==> src/rtl/alu_div_pkg.sv <==
// Shared constants and state encoding for the iterative MIPS div/divu unit.
// Contents: datapath width, iteration-counter width, divide-by-zero quotient,
// and the three-state sequencer encoding used by alu_div_32.
package alu_div_pkg;

    localparam int DIV_WIDTH = 32;
    localparam int DIV_CNT_W = $clog2(DIV_WIDTH);

    localparam logic [DIV_WIDTH-1:0] DIV_BY_ZERO_Q = 32'hFFFF_FFFF;

    typedef enum logic [1:0] {
        S_IDLE = 2'd0,
        S_CALC = 2'd1,
        S_FIX  = 2'd2
    } div_state_t;

endpackage

==> src/rtl/alu_div_32_sign_cond.sv <==
// Conditional two's-complement negate, purely combinational.
// Ports: in (value), negate (1 = return -in), out (result).
// Used for operand magnitudes and for the final sign fix of quotient/remainder.
module div_sign_cond #(
    parameter int WIDTH = 32
) (
    input  logic [WIDTH-1:0] in,
    input  logic             negate,
    output logic [WIDTH-1:0] out
);

    assign out = negate ? -in : in;

endmodule

==> src/rtl/alu_div_32.sv <==
// Iterative 32-bit restoring divider for MIPS div/divu, one quotient bit per cycle.
// Ports: clk, rst_n, Start/Signed/SrcA/SrcB in; Quotient/Remainder/DivByZero
// registered results, Busy while running, Done one-cycle pulse 33 cycles after Start.
module alu_div_32
    import alu_div_pkg::*;
#(
    parameter int WIDTH = DIV_WIDTH
) (
    input  logic             clk,
    input  logic             rst_n,
    input  logic             Start,
    input  logic             Signed,
    input  logic [WIDTH-1:0] SrcA,
    input  logic [WIDTH-1:0] SrcB,
    output logic [WIDTH-1:0] Quotient,
    output logic [WIDTH-1:0] Remainder,
    output logic             Busy,
    output logic             Done,
    output logic             DivByZero
);

    div_state_t state, state_nxt;

    logic [WIDTH-1:0]     divisor;
    logic [WIDTH-1:0]     quo;
    logic [WIDTH-1:0]     rem;
    logic [WIDTH-1:0]     src_a_raw;
    logic                 sign_q;
    logic                 sign_r;
    logic                 div_zero;
    logic [DIV_CNT_W-1:0] cnt;

    logic [WIDTH-1:0] a_mag, b_mag;
    logic [WIDTH-1:0] quo_fix, rem_fix;
    logic             a_neg, b_neg;

    assign a_neg = Signed & SrcA[WIDTH-1];
    assign b_neg = Signed & SrcB[WIDTH-1];

    // Magnitudes are treated as unsigned from here on; |0x80000000| stays
    // 0x80000000, which is what makes the signed-overflow case fall out naturally.
    div_sign_cond #(.WIDTH(WIDTH)) u_mag_a (.in(SrcA), .negate(a_neg),  .out(a_mag));
    div_sign_cond #(.WIDTH(WIDTH)) u_mag_b (.in(SrcB), .negate(b_neg),  .out(b_mag));
    div_sign_cond #(.WIDTH(WIDTH)) u_fix_q (.in(quo),  .negate(sign_q), .out(quo_fix));
    div_sign_cond #(.WIDTH(WIDTH)) u_fix_r (.in(rem),  .negate(sign_r), .out(rem_fix));

    // The dividend is shifted out of quo into rem while quotient bits shift in.
    // rem < divisor < 2^WIDTH, so the shifted remainder needs WIDTH+1 bits and
    // the trial subtraction one more bit on top to carry a reliable sign.
    logic [WIDTH:0]   rem_sh;
    logic [WIDTH+1:0] trial;
    logic             trial_ok;

    assign rem_sh   = {rem, quo[WIDTH-1]};
    assign trial    = {1'b0, rem_sh} - {2'b00, divisor};
    assign trial_ok = ~trial[WIDTH+1];

    assign Busy = (state != S_IDLE);

    always_ff @(posedge clk or negedge rst_n) begin
        if (!rst_n) begin
            state <= S_IDLE;
        end else begin
            state <= state_nxt;
        end
    end

    always_comb begin
        state_nxt = state;
        unique case (state)
            S_IDLE:  if (Start) state_nxt = S_CALC;
            S_CALC:  if (cnt == '0) state_nxt = S_FIX;
            S_FIX:   state_nxt = S_IDLE;
            default: state_nxt = S_IDLE;
        endcase
    end

    always_ff @(posedge clk or negedge rst_n) begin
        if (!rst_n) begin
            divisor   <= '0;
            quo       <= '0;
            rem       <= '0;
            src_a_raw <= '0;
            sign_q    <= 1'b0;
            sign_r    <= 1'b0;
            div_zero  <= 1'b0;
            cnt       <= '0;
            Quotient  <= '0;
            Remainder <= '0;
            DivByZero <= 1'b0;
            Done      <= 1'b0;
        end else begin
            Done <= 1'b0;
            unique case (state)
                S_IDLE: begin
                    if (Start) begin
                        divisor   <= b_mag;
                        quo       <= a_mag;
                        rem       <= '0;
                        src_a_raw <= SrcA;
                        sign_q    <= a_neg ^ b_neg;
                        sign_r    <= a_neg;
                        div_zero  <= (SrcB == '0);
                        cnt       <= DIV_CNT_W'(WIDTH - 1);
                    end
                end
                S_CALC: begin
                    rem <= trial_ok ? trial[WIDTH-1:0] : rem_sh[WIDTH-1:0];
                    quo <= {quo[WIDTH-2:0], trial_ok};
                    cnt <= cnt - DIV_CNT_W'(1);
                end
                S_FIX: begin
                    Done      <= 1'b1;
                    DivByZero <= div_zero;
                    if (div_zero) begin
                        Quotient  <= DIV_BY_ZERO_Q;
                        Remainder <= src_a_raw;
                    end else begin
                        Quotient  <= quo_fix;
                        Remainder <= rem_fix;
                    end
                end
                default: ;
            endcase
        end
    end

endmodule

==> config.mk <==
export PLATFORM = sky130hd
export DESIGN_NAME = alu_div_32
export DESIGN_NICKNAME = d
export VERILOG_FILES = /design/src/rtl/alu_div_pkg.sv /design/src/rtl/alu_div_32_sign_cond.sv /design/src/rtl/alu_div_32.sv
export SDC_FILE = /design/constraint.sdc
export NUM_CORES = 1
export LEC_CHECK = 0
export CAP_MARGIN = 20
export CORE_MARGIN = 2
export CORE_UTILIZATION = 60
export CTS_CLUSTER_DIAMETER = 80
export DETAILED_ROUTE_END_ITERATION = 8
export HOLD_SLACK_MARGIN = 0.03
export PLACE_DENSITY = 0.84
export RECOVER_POWER = 25
export SETUP_SLACK_MARGIN = 0.2
export SYNTH_ARGS = -nofsm -noshare
export SYNTH_HDL_FRONTEND = slang
export SYNTH_SLANG_ARGS = --single-unit
==> constraint.sdc <==
create_clock -name clk -period 9.4 [get_ports clk]
set_input_delay 1.41 -clock clk [delete_from_list [all_inputs] [get_ports clk]]
set_output_delay 1.41 -clock clk [all_outputs]
set_load 0.005 [all_outputs]
==> results of run 1 <==
==> power by group through the flow <==
stage	clock network, mW	logic [mW]	registers [mW]
6_report	0.843	2.66	1.62
5_1_grt	0.897	3.02	1.67
4_1_cts	0.856	2.66	1.61
3_5_place_dp	0	2.63	1.62
3_3_place_gp	0	2.55	1.60
2_1_floorplan	0	2.06	1.50
==> how the worst max path moves through the flow <==
| stage | from | endpoint | slack, ns | cells after the start |
|---|---|---|---|---|
| floorplan | SrcA[14] | quo[29]$_DFFE_PN0P_ | 5.56 | 9 |
| global placement | SrcA[12] | quo[29]$_DFFE_PN0P_ | 4.91 | 10 |
| detailed placement | SrcA[12] | quo[29]$_DFFE_PN0P_ | 4.85 | 10 |
| CTS | SrcA[12] | quo[29]$_DFFE_PN0P_ | 5.35 | 10 |
| global route | rst_n | div_zero$_DFFE_PN0P_ | 3.43 | 3 |
| finish | rst_n | div_zero$_DFFE_PN0P_ | 4.32 | 3 |
==> routing by layer <==
metal / part of all wire / vias to the layer above
met3: 0.061 / 37
met2: 0.48 / 337
met5: 0 / -
li1: - / 5268
met4: 0.020 / 0
met1: 0.44 / 5025
==> per-stage QoR <==
stage	worst slack, ns	power (mW)	hold WS (ns)	utilization
after CTS	5.35	5.12	0.482	0.720
after detailed placement	4.85	4.25	0.461	0.685
after global routing	3.43	5.58	0.491	0.720
final	4.32	5.13	0.476	0.720
after global placement	4.91	4.15	0.456	0.685
after floorplan	5.56	3.56	0.438	-
==> worst min-delay path: cells and delay by family, from the launching register on <==
kind | cells | cell delay, ns
flip-flops | 1 | 0.34
AND/OR/NAND/NOR | 1 | 0.05
AO/OA/AOI/OAI | 1 | 0.06
==> layout make-up <==
cell class | count | share of cell area
flip-flops and latches | 204 | 0.351
clock inverters | 6 | 0.00396
multi-input cells | 1116 | 0.464
well taps | 270 | 0.0232
repair buffers | 148 | 0.0994
inverters | 53 | 0.0137
clock buffers | 31 | 0.0444
==> Yosys cell counts, drive strengths merged (3+ instances only) <==
master,instances
and2,8
a21oi,114
o41ai,12
o21ai,175
a31oi,10
or3,18
buf,9
nand3,45
nor2b,6
a221oi,3
ha,38
inv,53
nor4,12
o31ai,32
nor2,102
a211oi,6
or2,3
a22oi,31
and3,8
or4,9
nor3,18
nand2b,10
dfrtp,204
xor2,89
o21a,8
clkbuf,69
nand2,228
mux2i,32
xnor2,57
a21o,15
==> cell families (layout without fill, tap and decap cells) <==
logic type      after synthesis  after routing
simple gates                476            476
compound gates              421            421
flops                       204            204
xor+xnor                    146            146
buf+inv                     131            238
fa+ha+maj                    39             39
mux                          34             34
==> flip-flops by register name, summed over array words and instances (netlist names) <==
| signal | cells |
|---|---|
| sign_r | 1 |
| cnt | 5 |
| Remainder | 32 |
| Done | 1 |
| rem | 32 |
| DivByZero | 1 |
| divisor | 32 |
| div_zero | 1 |
| src_a_raw | 32 |
| state | 2 |
| sign_q | 1 |
| quo | 32 |
| Quotient | 32 |
==> flow_summary.ini, run 1 <==
[run_status]
status = finished, violations left
violations = capacitance limit, slew limit

[synthesis]
syn_inst = 1451
async_flop_share = 1.00
synth_top_cell_area_share = 0.415
synthTopCellsByArea = dfrtp_1 (41%), o21ai_0 (7.0%), nand2_1 (6.9%), xor2_1 (6.3%), a21oi_1 (4.6%)
synth_top_family_by_area = compound AO/OA/AOI/OAI gates
synth_xor_area_frac = 0.104
yosys-mux-area-fraction = 0.0279
yosys.area_share.simple = 0.172
syn-mean-instance-area_sq_um = 8.48
synth_adder_area_share = 0.0403
synth-compound-area-share = 0.201
synth_warnings = 0
ys_ff_latch = 204
syn_area_sq_um = 12300
syn_nets = 1558
synthDistinctLibCells = 58
synth_edf_count = 0
synth.yosys.seq_area_share = 0.415
ys.flop_type = dfrtp_1
synth_top_area_cell = dfrtp_1

[power]
p_int_mw = 2.93
power.share.clock = 0.164
sw_frac_of_total = 0.429
pwr-share-comb = 0.519
switching_power_mw = 2.20
leakagePower_nw = 6.38
power_density_nw_per_um2 = 353
peakVddDrop_uv = 201
p_seq_frac = 0.317

[drt]
routed_wl_mm = 30.2
vias_per_cell = 5.84
dr.pass1.iters = 5
drtIter0Drc = 650
postRouteAntennaNets = 0
drc = 0
vias = 10700
post_drt_wl_per_cell_microns = 16.5

[cells_and_area]
layout.cells.non_filler = 1828
layout_commonest_cell = nand2_1
seqCellArea_sq_um = 5110
multi_input_area_sq_um = 6740
final_cell_mix = nand2_1 (226), dfrtp_1 (203), o21ai_0 (172)
n_antenna_cell = 0
fin_area_sq_um = 14500
drive_above_1_share = 0.0385
syn_to_final_growth_pct = 18.1
n_fill_cell = 1576
nNetsFinal = 1652

[worst_setup_path]
slowest_stage = clkbuf_1
crit_chain = clkbuf_1 > buf_4 > buf_4
cp_common_cell = buf_4
r2r_start = state[0]$_DFFE_PN0P_
r2r_slack_ns = 5.36
cpLargestDelayFamily = buffers and inverters
arrival_ns = 5.62
timing.rr.end = Remainder[28]$_DFFE_PN0P_
critical_path_required_ns = 9.95
critPathBufInv = 3
crit_fanout = 77
cp_slowest_stage_delay_ns = 2.73
crit_type = input port to async pin
r2r_cells = 7
critPathLaunchType = input port
endpoint_kind = async pin

[timing]
finalCritPeriodShare = 0.540
setup-violations-final = 0
rsz0062_at_grt = no
period_needed_ns = 5.08
max-slew-margin-rel = -1.64
tightest_slew_ns = 3.97
finClkSkew_ns = 0.0120
finalHoldViolCount = 0
finalMaxSlewViolations = 241
final.setup.tns_ns = 0
max_freq_ghz = 0.197

[place]
dp_hpwl_mm = 21.1
routabilityCongestion = 0.889
place_area_sq_um = 13800
numPlacedInstances = 1788
port_buffers = 134

[clock_network]
worstSkewPairLatency_ns = 0.51
cts_max_level = 1
cts.sinks = 204
holdBufCountCts = 0
numCtsBuffers = 22
post_cts.repair.setup_buffers = 0
cts_buffer_depth = 3
path_clk_slew_ns = 0.06
cts_resized = 0
tritoncts = done
cts_root_buf = clkbuf_16

[global_routing]
use_met2 = 0.471
grt_antenna_before_repair = 0
grt_usage = 0.279
met3_usage = 0.0348
grt_pass1_wl_mm = 50.0
grt_pass1_vias = 10100
grt_max_degree = 92
busiest_layer = met2
grt-ovfl-total = 0
grt_util_met1 = 0.385

[floorplanning]
die_x_microns = 147
dieArea_sq_um = 21700
coreArea_sq_um = 20200
row_count = 52
io_pins = 135
initial_utilization = 0.610
die_height_microns = 147

[hold_path]
whs_path_depth = 2
holdCritStartpoint = divisor[5]$_DFFE_PN0P_
min_path_type = flip-flop to flip-flop
hold-path-endpoint = divisor[5]$_DFFE_PN0P_

[job]
cap_viol_max_count = 4
No activity file was read; power rests on OpenSTA's default activity.
==> inputs of run 2 (changes only) <==
Settings changed: CORE_UTILIZATION 60 to 52, PLACE_DENSITY 0.84 to 0.77.
Clock period 9.4 ns to 4.5 ns, I/O delays scaled along.
==> flow_summary.ini, run 2 (synthesized netlist as in run 1, its figures left out) <==
[floorplanning]
dieArea_sq_um = 24900
io_pins = 135
coreArea_sq_um = 23300
die_height_microns = 158
die_x_microns = 158
initial_utilization = 0.528
row_count = 56

[power]
totalPowerFinal_mw = 10.9
peakVddDrop_uv = 311
leakagePower_nw = 6.42
power_density_nw_per_um2 = 745

[hold_path]
min_path_type = flip-flop to flip-flop

[timing]
finalHoldViolCount = 0
finClkSkew_ns = 0.0108
max_freq_ghz = 0.269
finalCritPeriodShare = 0.825
timing.hold.ws_ns = 0.477
setup-violations-final = 0
final.setup.tns_ns = 0
finalMaxSlewViolations = 108
rsz0062_at_grt = no
period_needed_ns = 3.71
max-slew-margin-rel = -0.805
tightest_slew_ns = 2.71

[clock_network]
holdBufCountCts = 0
cts.sinks = 204
tritoncts = done
numCtsBuffers = 23
post_cts.repair.setup_buffers = 0
cts_resized = 0
cts_root_buf = clkbuf_16
cts_max_level = 1
cts_buffer_depth = 3
path_clk_slew_ns = 0.06
worstSkewPairLatency_ns = 0.51

[global_routing]
grt_usage = 0.265
grt-ovfl-total = 0
grt_antenna_before_repair = 4
grt_pass1_wl_mm = 52.8
grt_max_degree = 109
grt_pass1_vias = 10400

[worst_setup_path]
critPathBufInv = 3
crit_type = flip-flop to flip-flop
cp_common_cell = buf_4
cpLargestDelayFamily = compound AO/OA/AOI/OAI gates
critPathLaunchType = flip-flop
slowest_stage = dfrtp_1
cp_slowest_stage_delay_ns = 0.45
crit_fanout = 21
endpoint_kind = flip-flop
crit_chain = ha_1 > nand4_1 > o221a_2 > a221oi_1 > o31ai_1 > buf_4 > o21ai_0 > a31oi_1 > o21ai_4 > buf_4 > buf_4 > mux2i_1 > o21ai_0
critical_path_required_ns = 4.86
arrival_ns = 4.07

[cells_and_area]
drive_above_1_share = 0.0455
syn_to_final_growth_pct = 19.2
layout.cells.non_filler = 1884
layout_commonest_cell = nand2_1
final_cell_mix = nand2_1 (226), dfrtp_1 (203), o21ai_0 (172)
nNetsFinal = 1654
fin_area_sq_um = 14700

[drt]
drc = 0
vias_per_cell = 5.77
dr.pass1.iters = 7
postRouteAntennaNets = 0
post_drt_wl_per_cell_microns = 17.4
drtIter0Drc = 835
vias = 10900
routed_wl_mm = 32.8

[place]
routabilityCongestion = 0.936
dp_hpwl_mm = 23.7
place_area_sq_um = 13900
port_buffers = 134
numPlacedInstances = 1841

[run_status]
status = finished, violations left
violations = capacitance limit, slew limit

[job]
cap_viol_max_count = 1
[run 2: cell types whose count changed in the layout (fill, tap and decap cells not counted), moves of 3 or more]
cell	before	now
buf_4	9	14
clkbuf_8	4	7
diode_2	0	3
clkbuf_1	9	3
[run 2: area by class of cell]
cell class | count | area (sq um)
Inverter | 53 | 199
Antenna cell | 3 | 7.51
Multi-Input combinational cell | 1116 | 6740
Clock buffer | 33 | 683
Timing Repair Buffer | 149 | 1460
Tap cell | 319 | 399
Fill cell | 2005 | 8660
Clock inverter | 7 | 68.8
Sequential cell | 204 | 5110
[run 2: where the power goes]
group          total (mW)  leakage (nW)  switching [mW]  internal (mW)
sequential           3.40          2.43           0.823           2.58
combinational        5.67          3.63            3.15           2.51
clock                1.86         0.368           0.753           1.11
[run 2: per-layer routing]
layer  GRT usage  vias up  share of wire
met5           0        -        0.00040
met4      0.0918        2          0.027
met3      0.0402       57          0.073
met2       0.435      403           0.47
met1       0.360     5141           0.43
li1            -     5268              -
[run 2: worst reg2reg max path, delay by kind of cell, from the launching register on]
kind            cells  cell delay [ns]
compound gates      7             1.45
buf+inv             3             0.84
flops               1             0.45
fa+ha+maj           1             0.42
simple gates        1             0.22
mux                 1             0.20
[run 2: worst paths after layout]
path / startpoint / to / slack, ns / depth (start not counted)
max reg2reg: rem[9]$_DFFE_PN0P_ / rem[21]$_DFFE_PN0P_ / 0.79 / 13
min reg2reg: divisor[4]$_DFFE_PN0P_ / divisor[4]$_DFFE_PN0P_ / 0.48 / 2
min: divisor[4]$_DFFE_PN0P_ / divisor[4]$_DFFE_PN0P_ / 0.48 / 2
min in group asynchronous: rst_n / Remainder[12]$_DFFE_PN0P_ / 1.02 / 1
max in group asynchronous: rst_n / div_zero$_DFFE_PN0P_ / 1.70 / 1
max: rem[9]$_DFFE_PN0P_ / rem[21]$_DFFE_PN0P_ / 0.79 / 13
[run 2: per-stage QoR]
stage / worst slack (ns) / utilization
after floorplan: 1.40 / -
after global placement: 0.742 / 0.596
after detailed placement: 0.664 / 0.596
after CTS: 0.830 / 0.629
after global routing: 0.622 / 0.628
final: 0.788 / 0.629
==> inputs of run 3 (changes only) <==
Settings changed: CORE_UTILIZATION 52 to 58, PLACE_DENSITY 0.77 to 0.82.
Clock period 4.5 ns to 3.5 ns, I/O delays scaled along.
==> flow_summary.ini, run 3 (synthesized netlist as in run 1, its figures left out) <==
[timing]
rsz0062_at_grt = yes
finalMaxSlewViolations = 107
tightest_slew_ns = 2.67
setup-violations-final = 0
max-slew-margin-rel = -0.778
finalHoldViolCount = 0
timing.hold.ws_ns = 0.477
finClkSkew_ns = 0.0104
setup_ws_ns = 0.290
finalCritPeriodShare = 0.917
max_freq_ghz = 0.311
period_needed_ns = 3.21

[worst_setup_path]
arrival_ns = 3.61
critical_path_required_ns = 3.90
cpLargestDelayFamily = compound AO/OA/AOI/OAI gates
endpoint_kind = flip-flop
cp_slowest_stage_delay_ns = 0.41
crit_type = flip-flop to flip-flop
crit_fanout = 3
crit_chain = inv_1 > ha_1 > fa_1 > nor2b_1 > o2111ai_1 > a2111oi_2 > buf_4 > nand4b_1 > a311oi_1 > o31ai_1 > xor2_1 > mux2i_1 > o21ai_0
r2r_slack_ns = 0.29
critPathBufInv = 2
critPathLaunchType = flip-flop
slowest_stage = fa_1

[power]
totalPowerFinal_mw = 14.5
power_density_nw_per_um2 = 968
leakagePower_nw = 6.60
peakVddDrop_uv = 431

[drt]
vias = 10900
routed_wl_mm = 30.6
post_drt_wl_per_cell_microns = 16.4
postRouteAntennaNets = 0
vias_per_cell = 5.87
drtIter0Drc = 679
drc = 0
dr.pass1.iters = 5

[cells_and_area]
nNetsFinal = 1679
final_cell_mix = nand2_1 (226), dfrtp_1 (203), o21ai_0 (171)
drive_above_1_share = 0.0655
layout_commonest_cell = nand2_1
n_antenna_cell = 0
multi_input_area_sq_um = 6820
syn_to_final_growth_pct = 21.7
layout.cells.non_filler = 1862
seqCellArea_sq_um = 5110
fin_util = 0.715
n_fill_cell = 1650

[global_routing]
grt_max_degree = 109
grt_usage = 0.275
grt_pass1_wl_mm = 50.6
grt-ovfl-total = 0
grt_antenna_before_repair = 0
grt_pass1_vias = 10500

[place]
dp_hpwl_mm = 21.8
port_buffers = 134
routabilityCongestion = 0.937
dp_slack_ns = -0.0594
numPlacedInstances = 1821

[clock_network]
numCtsBuffers = 22
path_clk_slew_ns = 0.06
worstSkewPairLatency_ns = 0.50
cts_buffer_depth = 3
post_cts.repair.setup_buffers = 0
cts_root_buf = clkbuf_16
cts_max_level = 1
tritoncts = done
cts.sinks = 204

[floorplanning]
dieArea_sq_um = 22400
die_x_microns = 150
die_height_microns = 150
row_count = 53
coreArea_sq_um = 21000
initial_utilization = 0.587
io_pins = 135

[job]
cap_viol_max_count = 1

[hold_path]
min_path_type = flip-flop to flip-flop

[run_status]
violations = capacitance limit, slew limit
status = finished, violations left
run 3: cell types whose count changed in the layout (fill, tap and decap cells not counted), sizes merged:
cell / change
clkbuf: -3
diode: -3
clkinvlp: -1
bufinv: +2
clkinv: +1
buf: +26
run 3: worst paths after layout:
kind / from / to / cells after the start
worst max-delay path: quo[31]$_DFFE_PN0P_ / rem[30]$_DFFE_PN0P_ / 13
worst min-delay path: divisor[7]$_DFFE_PN0P_ / divisor[7]$_DFFE_PN0P_ / 2
worst max register to register: quo[31]$_DFFE_PN0P_ / rem[30]$_DFFE_PN0P_ / 13
worst min register to register: divisor[7]$_DFFE_PN0P_ / divisor[7]$_DFFE_PN0P_ / 2
max in group asynchronous: rst_n / rem[19]$_DFFE_PN0P_ / 1
min in group asynchronous: rst_n / Quotient[8]$_DFFE_PN0P_ / 1
run 3: power breakdown:
part           internal, mW  switching, mW
sequential             3.32          0.989
clock                  1.50          0.940
combinational          3.51           4.23
run 3: what timing repair did:
item	in CTS	in global routing
gates resized for setup	0	12
setup endpoints to repair	0	20
hold buffers	0	0
run 3: worst min-delay path, stage by stage, from the launching register on:
cell     delay, ns
dfrtp_1       0.34
nand2_1       0.05
o21ai_0       0.06
run 3: area by class of cell:
class | instances | share of cell area
repair buffers | 175 | 0.117
inverters | 53 | 0.0133
well taps | 275 | 0.0230
flip-flops and latches | 204 | 0.341
clock buffers | 30 | 0.0429
multi-input cells | 1116 | 0.455
clock inverters | 9 | 0.00819
run 3: through the flow:
step | cell area (sq um) | setup TNS (ns)
final | 15000 | 0
after CTS | 14900 | 0
after global placement | 14100 | -0.0214
after detailed placement | 14100 | -0.0968
after global routing | 15000 | 0
after floorplan | 12300 | 0
run 3: layer usage:
layer | up-vias | wire length (microns) | part of all wire | GRT usage
met5 | - | 0 | 0 | 0
met4 | 0 | 850 | 0.028 | 0.0887
met3 | 62 | 1790 | 0.058 | 0.0320
met2 | 366 | 14600 | 0.48 | 0.466
met1 | 5183 | 13400 | 0.44 | 0.372
li1 | 5316 | - | - | -
